`src/rtl/hazard_pkg.sv`:
```
`default_nettype none
// ============================================================================
//  Module   : hazard_pkg
//  Purpose  : Shared types and select codes for the ID-stage hazard unit.
//  Revision : 1.0 - initial release
// ============================================================================
package hazard_pkg;

  // Widest register address a stage entry can hold. Narrower designs store
  // the address zero-extended and compare only the low REG_AW bits.
  localparam int MAX_REG_AW = 8;

  // Operand select: 0 reads the register file.
  localparam int SEL_RF = 0;

  // Operand select for the multi-cycle result bus, one past the last stage.
  function automatic int sel_mc(input int depth);
    return depth + 1;
  endfunction

  typedef enum logic [1:0] {
    IDLE = 2'd0,
    BUSY = 2'd1,
    DONE = 2'd2
  } mc_state_t;

  typedef struct packed {
    logic                  valid;
    logic [MAX_REG_AW-1:0] dest;
    logic                  we;
    logic                  is_load;
  } stage_t;

endpackage
`default_nettype wire

```
`src/rtl/hazard_forward_unit_src_match.sv`:
```
`default_nettype none
// ============================================================================
//  Module   : hazard_src_match
//  Purpose  : Priority match of one source operand against the in-flight
//             destination tags; yields its forwarding select and whether the
//             winning producer is a load that is not ready yet.
//  Revision : 1.0 - initial release
// ============================================================================
module hazard_src_match
  import hazard_pkg::*;
#(
  parameter int REG_AW     = 5,
  parameter int DEPTH      = 3,
  parameter int LOAD_READY = 2,
  parameter int SEL_W      = 3
) (
  input  logic [REG_AW-1:0]       src,
  input  logic                    used,
  input  logic [DEPTH-1:0]        stg_valid,
  input  logic [DEPTH-1:0]        stg_we,
  input  logic [DEPTH-1:0]        stg_load,
  input  logic [DEPTH*REG_AW-1:0] stg_dest,
  input  logic                    mc_avail,
  input  logic [REG_AW-1:0]       mc_dest,
  output logic [SEL_W-1:0]        sel,
  output logic                    load_use,
  output logic                    mc_match
);

  logic             w_live;
  logic [DEPTH-1:0] w_hit;

  // $0 is hard-wired zero, so it never depends on anything.
  assign w_live   = used && (src != '0);
  assign mc_match = w_live && (src == mc_dest);

  generate
    for (genvar s = 0; s < DEPTH; s++) begin : g_stage
      assign w_hit[s] = w_live && stg_valid[s] && stg_we[s] &&
                        (stg_dest[s*REG_AW +: REG_AW] == src);
    end
  endgenerate

  // Oldest-to-youngest scan so the youngest matching stage overrides the rest.
  always_comb begin
    sel      = SEL_W'(SEL_RF);
    load_use = 1'b0;
    if (mc_avail && mc_match) begin
      sel = SEL_W'(sel_mc(DEPTH));
    end
    for (int s = DEPTH - 1; s >= 0; s--) begin
      if (w_hit[s]) begin
        sel      = SEL_W'(s + 1);
        load_use = stg_load[s] && ((s + 1) < LOAD_READY);
      end
    end
  end

endmodule
`default_nettype wire

```
`src/rtl/hazard_forward_unit.sv`:
```
`default_nettype none
// ============================================================================
//  Module   : hazard_forward_unit
//  Purpose  : ID-stage hazard unit: tracks in-flight destinations, produces
//             per-source forwarding selects, load-use and multi-cycle stalls.
//  Revision : 1.0 - initial release
// ============================================================================
module hazard_forward_unit
  import hazard_pkg::*;
#(
  parameter int REG_AW     = 5,
  parameter int NUM_SRC    = 2,
  parameter int DEPTH      = 3,
  parameter int LOAD_READY = 2,
  parameter int MC_LAT     = 4,
  parameter int SEL_W      = $clog2(DEPTH + 2)
) (
  input  logic                      clk,
  input  logic                      rst_n,
  input  logic                      id_valid,
  input  logic [NUM_SRC*REG_AW-1:0] id_src,
  input  logic [NUM_SRC-1:0]        id_src_used,
  input  logic [REG_AW-1:0]         id_dest,
  input  logic                      id_we,
  input  logic                      id_is_load,
  input  logic                      id_is_mc,
  input  logic                      mem_wait,
  input  logic                      flush,
  output logic                      stall,
  output logic                      bubble,
  output logic [NUM_SRC*SEL_W-1:0]  fwd_sel,
  output logic [NUM_SRC-1:0]        hazard,
  output logic                      mc_busy,
  output logic                      mc_done
);

  // Counter holds MC_LAT-1 down to 0.
  localparam int CNT_W = (MC_LAT > 2) ? $clog2(MC_LAT) : 1;

  stage_t                  r_stage [DEPTH];
  stage_t                  w_new;
  mc_state_t               r_state, w_state_nx;
  logic [CNT_W-1:0]        r_cnt, w_cnt_nx;
  logic [REG_AW-1:0]       r_mc_dest, w_mc_dest_nx;
  logic [DEPTH-1:0]        w_stg_valid, w_stg_we, w_stg_load;
  logic [DEPTH*REG_AW-1:0] w_stg_dest;
  logic [NUM_SRC-1:0]      w_load_use, w_mc_match;
  logic                    w_busy, w_done, w_issue, w_haz_stall;

  assign w_busy = (r_state == BUSY);
  assign w_done = (r_state == DONE);

  generate
    for (genvar s = 0; s < DEPTH; s++) begin : g_tags
      assign w_stg_valid[s]                  = r_stage[s].valid;
      assign w_stg_we[s]                     = r_stage[s].we;
      assign w_stg_load[s]                   = r_stage[s].is_load;
      assign w_stg_dest[s*REG_AW +: REG_AW]  = r_stage[s].dest[REG_AW-1:0];
    end

    for (genvar i = 0; i < NUM_SRC; i++) begin : g_src
      hazard_src_match #(
        .REG_AW     (REG_AW),
        .DEPTH      (DEPTH),
        .LOAD_READY (LOAD_READY),
        .SEL_W      (SEL_W)
      ) u_match (
        .src       (id_src[i*REG_AW +: REG_AW]),
        .used      (id_src_used[i]),
        .stg_valid (w_stg_valid),
        .stg_we    (w_stg_we),
        .stg_load  (w_stg_load),
        .stg_dest  (w_stg_dest),
        .mc_avail  (w_done),
        .mc_dest   (r_mc_dest),
        .sel       (fwd_sel[i*SEL_W +: SEL_W]),
        .load_use  (w_load_use[i]),
        .mc_match  (w_mc_match[i])
      );
      assign hazard[i] = |fwd_sel[i*SEL_W +: SEL_W];
    end
  endgenerate

  // Hazard stalls: load-use, or RAW / WAW / structural against a busy mc unit.
  // Flush kills the instruction, so it cancels these; mem_wait freezes anyway.
  assign w_haz_stall = id_valid &&
                       ((|w_load_use) ||
                        (w_busy && ((|w_mc_match) || id_is_mc ||
                                    (id_we && (id_dest != '0) &&
                                     (id_dest == r_mc_dest)))));
  assign stall   = mem_wait || (!flush && w_haz_stall);
  assign bubble  = !mem_wait && !flush && w_haz_stall;
  assign w_issue = id_valid && !stall && !flush;
  assign mc_busy = w_busy || w_done;
  assign mc_done = w_done;

  // Entry entering stage 1: the issued instruction, else a bubble. Mc ops
  // write back through the mc bus, not the stage tags.
  always_comb begin
    w_new = '0;
    if (w_issue && !id_is_mc) begin
      w_new.valid   = 1'b1;
      w_new.dest    = MAX_REG_AW'(id_dest);
      w_new.we      = id_we;
      w_new.is_load = id_is_load;
    end
  end

  // Tag pipeline shifts one stage per unfrozen cycle.
  always_ff @(posedge clk or negedge rst_n) begin
    if (!rst_n) begin
      for (int s = 0; s < DEPTH; s++) r_stage[s] <= '0;
    end else if (!mem_wait) begin
      r_stage[0] <= w_new;
      for (int s = 1; s < DEPTH; s++) r_stage[s] <= r_stage[s-1];
    end
  end

  // Multi-cycle FSM state register.
  always_ff @(posedge clk or negedge rst_n) begin
    if (!rst_n) begin
      r_state   <= IDLE;
      r_cnt     <= '0;
      r_mc_dest <= '0;
    end else begin
      r_state   <= w_state_nx;
      r_cnt     <= w_cnt_nx;
      r_mc_dest <= w_mc_dest_nx;
    end
  end

  // Multi-cycle FSM next state; everything holds while frozen.
  always_comb begin
    w_state_nx   = r_state;
    w_cnt_nx     = r_cnt;
    w_mc_dest_nx = r_mc_dest;
    if (!mem_wait) begin
      case (r_state)
        IDLE, DONE: begin
          if (w_issue && id_is_mc) begin
            w_state_nx   = BUSY;
            w_cnt_nx     = CNT_W'(MC_LAT - 1);
            w_mc_dest_nx = id_dest;
          end else begin
            w_state_nx = IDLE;
          end
        end
        BUSY: begin
          if (r_cnt <= CNT_W'(1)) begin
            w_state_nx = DONE;
            w_cnt_nx   = '0;
          end else begin
            w_cnt_nx = r_cnt - CNT_W'(1);
          end
        end
        default: w_state_nx = IDLE;
      endcase
    end
  end

endmodule
`default_nettype wire

```
`config.mk`:
```
export PLATFORM = sky130hd
export DESIGN_NAME = hazard_forward_unit
export DESIGN_NICKNAME = d
export VERILOG_FILES = /design/src/rtl/hazard_pkg.sv /design/src/rtl/hazard_forward_unit_src_match.sv /design/src/rtl/hazard_forward_unit.sv
export SDC_FILE = /design/constraint.sdc
export NUM_CORES = 1
export LEC_CHECK = 0
export CAP_MARGIN = 20
export CORE_ASPECT_RATIO = 1.5
export CORE_UTILIZATION = 57
export DETAILED_ROUTE_END_ITERATION = 8
export HOLD_SLACK_MARGIN = 0.1
export PLACE_DENSITY = 0.83
export SLEW_MARGIN = 20
export SYNTH_ARGS = -nofsm -noshare
export SYNTH_HDL_FRONTEND = slang
export SYNTH_SLANG_ARGS = --single-unit
```
`constraint.sdc`:
```
create_clock -name clk -period 3.3 [get_ports clk]
set_clock_uncertainty 0.2 [all_clocks]
set_input_delay 0.33 -clock clk [delete_from_list [all_inputs] [get_ports clk]]
set_output_delay 0.33 -clock clk [all_outputs]
set_load 0.05 [all_outputs]
```
Word level (Yosys, flattened, before mapping)
Cells that the tools add are included.
Word-level totals
  bits in writable memories: 0
  input bits: 25
  word-level logic and storage cells: 103
  register bits: 31
  bits in latches: 0
  memories kept: 0
  ROM bits: 0
Cells by class
  add/sub/neg operators: 1
  bitwise gates (word level): 1
  equal/unequal tests: 13
  div/mod/pow operators: 0
  multiply operators: 0
  reductions and logical operators: 57
  multiplexer cells: 17
  shifts and indexed selects: 0
  order comparisons: 1
Operators with widths (number)
  $eq 5x5->1: 9
  $logic_and 1x1->1: 35
  $mux 3: 8
  $reduce_bool 5->1: 3
  $mux 11: 1
  $pmux 2 s2: 2
  $mux 2: 3
  $reduce_and 3->1: 2
  $reduce_or 2->1: 3
  $reduce_or 3->1: 2
  $logic_or 1x1->1: 5
  $logic_not 1->1: 4
  $mux 1: 3
  $eq 2x1->1 const B: 1
  $eq 2x2->1 const B: 1
  $le 2x1->1 const B: 1
  $logic_not 2->1: 1
  $ne 2x1->1 const B: 1
  $ne 2x2->1 const B: 1
  $reduce_and 2->1: 1
  $reduce_bool 2->1: 1
  $sub 2x1->2 const B: 1
  $not 1->1: 1

Depth between registers and ports, before layout
  depth after elaboration: 17
  depth in mapped cells: 8
  mapped depth without buffers: 7

Cells and area by module
Synthesis repeated with hierarchy kept, for this count alone.
Unflattened totals
  cell total of the unflattened synthesis: 216
  area, all modules: 2245.9 µm²
Modules (own cells, without submodules)
  hazard_forward_unit: area an instance 1522.7 µm², sequential area each 825.8 µm², instances 1, cells each 126
  hazard_src_match: area an instance 361.6 µm², sequential area each 0.0 µm², instances 2, cells each 45

Worst setup path before layout
OpenSTA, ideal clock, no wires.
  path kind: in2out
  start: in id_src[8]
  end: out bubble
  buffers on the path: 1
  required time: 2.770 ns
  path slack: -0.001 ns
  arrival time: 2.771 ns
  cell stages on the path: 7
  cell sequence: clkbuf_1 -> xnor2_1 -> nand4_1 -> nor4_1 -> o21a_2 -> nor3_1 -> nor3_1
On the way
  cells in the longest elaborated chain, start to end: 10
  elaborated cells on any way between the ends: 17
RTL lines
  start: declaration: RTL line hazard_forward_unit.sv:21  | input logic [NUM_SRC*REG_AW-1:0] id_src,
  $reduce_bool 5->1: RTL line hazard_forward_unit_src_match.sv:34  | assign w_live = used && (src != '0);
  $logic_and 1x1->1: RTL line hazard_forward_unit_src_match.sv:34
  $logic_and 1x1->1, on equally long branches: RTL line hazard_forward_unit_src_match.sv:39, hazard_forward_unit_src_match.sv:35
  $logic_and 1x1->1 / $reduce_or 2->1 (equally long branches): RTL line hazard_forward_unit_src_match.sv:39, hazard_forward_unit.sv:88
  $logic_and 1x1->1 / $logic_or 1x1->1 (equally long branches): RTL line hazard_forward_unit_src_match.sv:39, hazard_forward_unit.sv:88
  $mux 1 / $logic_or 1x1->1 (equally long branches): RTL line hazard_forward_unit_src_match.sv:52, hazard_forward_unit.sv:88
  $reduce_or 2->1 / $logic_and 1x1->1 (equally long branches): RTL line hazard_forward_unit.sv:87, hazard_forward_unit.sv:88
  $logic_or 1x1->1 (*): RTL line hazard_forward_unit.sv:87  | ((|w_load_use) ||
  $logic_and 1x1->1 (*): RTL line hazard_forward_unit.sv:86  | assign w_haz_stall = id_valid &&
  $logic_and 1x1->1 (*): RTL line hazard_forward_unit.sv:92  | assign bubble = !mem_wait && !flush && w_haz_stall;
  end: declaration: RTL line hazard_forward_unit.sv:30  | output logic bubble,
Every way passes the cells marked *; elsewhere a longest branch is shown, timed or not.

Worst setup path after layout
  start: in id_src[0]
  end: out stall
On the way
  cells in the longest elaborated chain, start to end: 11
  elaborated cells on any way between the ends: 18
RTL lines
  $reduce_bool 5->1: RTL line hazard_forward_unit_src_match.sv:34
  $logic_and 1x1->1: RTL line hazard_forward_unit_src_match.sv:34
  $logic_and 1x1->1, on equally long branches: RTL line hazard_forward_unit_src_match.sv:39, hazard_forward_unit_src_match.sv:35
  $logic_and 1x1->1 / $reduce_or 2->1 (equally long branches): RTL line hazard_forward_unit_src_match.sv:39, hazard_forward_unit.sv:88
  $logic_and 1x1->1 / $logic_or 1x1->1 (equally long branches): RTL line hazard_forward_unit_src_match.sv:39, hazard_forward_unit.sv:88
  $mux 1 / $logic_or 1x1->1 (equally long branches): RTL line hazard_forward_unit_src_match.sv:52, hazard_forward_unit.sv:88
  $reduce_or 2->1 / $logic_and 1x1->1 (equally long branches): RTL line hazard_forward_unit.sv:87, hazard_forward_unit.sv:88
  $logic_or 1x1->1 (*): RTL line hazard_forward_unit.sv:87
  $logic_and 1x1->1 (*): RTL line hazard_forward_unit.sv:86
  $logic_and 1x1->1 (*): RTL line hazard_forward_unit.sv:91  | assign stall = mem_wait || (!flush && w_haz_stall);
  $logic_or 1x1->1 (*): RTL line hazard_forward_unit.sv:91
  end: declaration: RTL line hazard_forward_unit.sv:29  | output logic stall,
Marks and branches as above.

==> key figures <==
Clock tree
  – CTS clock-pin slew for the worst setup and hold paths: roughly 0.070 ns
  – H-tree Lvls: 2
  – Latest clock arrival within the worst-skew pair: between 0.2 and 0.3 ns
  – CTS max path bufs: 2
  – Cts repair resizes: 0
  – Cts hold-fix bufs: 0
  – CTS buffer count: 5
  – Post-CTS Setup Bufs: 0
  – Clock Tree Root: clkbuf_8
  – CTS sink cnt: 31
  – TritonCTS clock tree: built

Placed design
  – IO Port Bufs: 36
  – Post-DP Area: between 2000 and 3000 um2
  – Hpwl dp: approximately 4000 um
  – Gp weighted congestion: ~0.99

Global route
  – Antenna violations before repair: 0
  – GRT overflow: 0
  – First-pass GRT wire length: ~8000 um
  – Vias in the first global route: between 1,500 and 2,000
  – Pin count of the biggest net entering global routing: 32
  – Total GRT Usage: 0.296

Worst setup path
  – CP startpoint kind: primary input
  – Worst flop-to-flop path startpoint: r_state[1]
  – FF-to-FF End: r_mc_dest[3]
  – Crit-path cells: clkdlybuf4s50_1, or4_4, o21ai_2, nor4_1, buf_4, o21a_2, nor3_1, o21bai_1, buf_12
  – Crit-path max cell delay: around 0.55 ns
  – Crit. path cell count: 9
  – Critical path peak fanout: 5
  – CP startpoint: id_src[0]
  – Buf/Inv on CP: 3
  – Critical Path AT: between 2 and 3 ns
  – Crit. End Element: output pin
  – Delay-heaviest family, CP: simple AND/OR/NAND/NOR gates
  – R2R Setup Slk: 0.76 ns
  – Cells on worst reg2reg path: 7
  – Worst setup path endpoint: stall
  – Data required time at the worst endpoint: roughly 2.8 ns
  – Critical-path top delay cell: or4_4
  – Crit Path Category: in -> out

Detailed routing
  – Drt first pass iters: 4
  – Post-Route WL: 5010 um
  – Post-route ant nets: 0
  – DR iter-0 viols: 33
  – DR vias: 1,637
  – Drt wl/cell: between 15 and 20 um
  – Residual DRC: 0
  – Post-DR vias/cell: ~5.9

Die
  – Core area: between 3000 and 4000 um2
  – IO Pins: 37
  – Die Y: roughly 76 um
  – Initial Util: 0.602
  – Std-Cell Rows: 26
  – Die area: roughly 3900 um2
  – Die W: around 50 um

Logic synthesis
  – Syn nets: approximately 220
  – Synth Area in Simple Gates: 0.147
  – Ys Warns: 0
  – Yosys reg bits: 31
  – Fraction of registers with async set/reset: 1.00
  – Synth cell types: 42
  – Main combinational cell family by area after synthesis: XOR/XNOR gates
  – Commonest register cell after synthesis: dfrtp_1
  – Largest area contributor in the netlist: dfrtp_1
  – Area fraction of the dominant cell type after synthesis: 0.377
  – Adder and majority cell fraction of the synthesized area: 0.0243
  – Post-Synth XOR/XNOR Area: 0.187
  – Post-synthesis mux area share: 0.110
  – Post-synth EDFFs: 0
  – Compound-Gate Fraction of Synth Area: 0.107
  – Sequential share of the synthesized area: 0.377
  – Post-Syn Area per Cell: 10.7 um2
  – Largest cells by area after synthesis: dfrtp_1 (38%), xnor2_1 (15%), mux2_2 (11%)
  – Synthesized instance count: 192
  – Mapped Area: 2060 um2

Power and ir drop
  – Pleak: roughly 1.1 nW
  – Max VDD drop: roughly 0.48 mV
  – PD cells: between 400 and 500 nW/um2

Final layout
  – Area Overhead vs Synth: 30.6%
  – Layout Nets: approximately 260
  – Ant. Diodes: 0
  – Most frequent cells in the layout: xnor2_1 (35), dfrtp_1 (31), clkdlybuf4s50_1 (26)
  – Most common cell after layout, fill and taps aside: xnor2_1
  – Design Area, Final: approximately 2700 um2
  – Layout cell share with drive strength beyond 1: 0.255
  – # fillers: around 230

Status
  – Status: completed

STA
  – Max Slew Vio Count: 0
  – Slew @ Worst Pin: 0.516 ns
  – # setup viols final: 0
  – Final Hold Vio Count: 0
  – Final TNS setup: 0 ns
  – RSZ-0062 raised after global routing: false
  – Final critical-path required period: 3.16 ns
  – Slew headroom: 0.654
  – Final period utilization: 0.958
  – F_max: 316 MHz

Flow run
  – Max_cap viols: 0

Worst hold path
  – Hold crit path type: in -> async
kinds of logic after synthesis:
logic type / after synthesis
AOI/OAI and AO/OA: 27
buffers and inverters: 19
adders and majority gates: 4
DFF: 31
muxes: 20
xor gates and xnor gates: 44
and+or+nand+nor: 47
power by group:
group          switching, mW  leakage (nW)  total (mW)  internal, mW
Sequential            0.0773         0.409       0.513         0.435
Clock                  0.149        0.0612       0.393         0.244
Combinational          0.167         0.645       0.345         0.179
metrics by stage:
step	total power [mW]	hold WS, ns	instances	util	worst slack [ns]
final	1.25	0.230	277	0.786	0.139
after global routing	1.31	0.272	277	0.786	0.0183
after CTS	1.26	0.232	277	0.786	0.131
after detailed placement	0.862	0.308	269	0.751	0.129
after global placement	0.842	0.283	269	0.751	0.193
after floorplan	0.745	-0.166	192	-	0.110
final cells by class:
type	instances	area [um2]	area share
Clock inverter	2	35.0	0.0131
Multi-Input combinational cell	142	1190	0.442
Sequential cell	31	776	0.289
Timing Repair Buffer	49	533	0.199
Clock buffer	6	82.6	0.0308
Inverter	5	18.8	0.00699
Tap cell	42	52.6	0.0196
state kept, by name (all words and copies together) (netlist names):
name and cells:
r_stage 22, r_mc_dest 5, r_cnt 2, r_state 2
worst reg2reg max path, cell delays in order (launching register included):
cell and delay, ns:
dfrtp_1 0.42, inv_1 0.10, ha_1 0.32, o2111ai_1 0.14
nor4_1 0.10, a22o_4 0.26, nor4_4 0.47, mux2_2 0.40
synth_stat cells, types with 5 or more instances:
library cell  instances
nor2_1                5
mux2_2               20
nand3_1               6
xor2_1                9
dfrtp_1              31
xnor2_1              35
clkbuf_1              7
a22o_1                7
inv_1                 5
nor4_1                6
nand4_1               6
worst min-delay path by stage:
stage                start            to
2_1_floorplan        rst_n      r_cnt[0]
3_3_place_gp   r_stage[32]   r_stage[32]
3_5_place_dp   r_stage[32]   r_stage[32]
4_1_cts              rst_n  r_mc_dest[0]
5_1_grt              rst_n  r_mc_dest[0]
6_report             rst_n   r_stage[27]
metal layers:
metal | track usage | wire length [um]
met5 | 0 | 0
met4 | 0.188 | 263
met3 | 0.0499 | 190
met2 | 0.551 | 2700
met1 | 0.303 | 1860
Note: power is estimated with default switching activity, not from simulation.
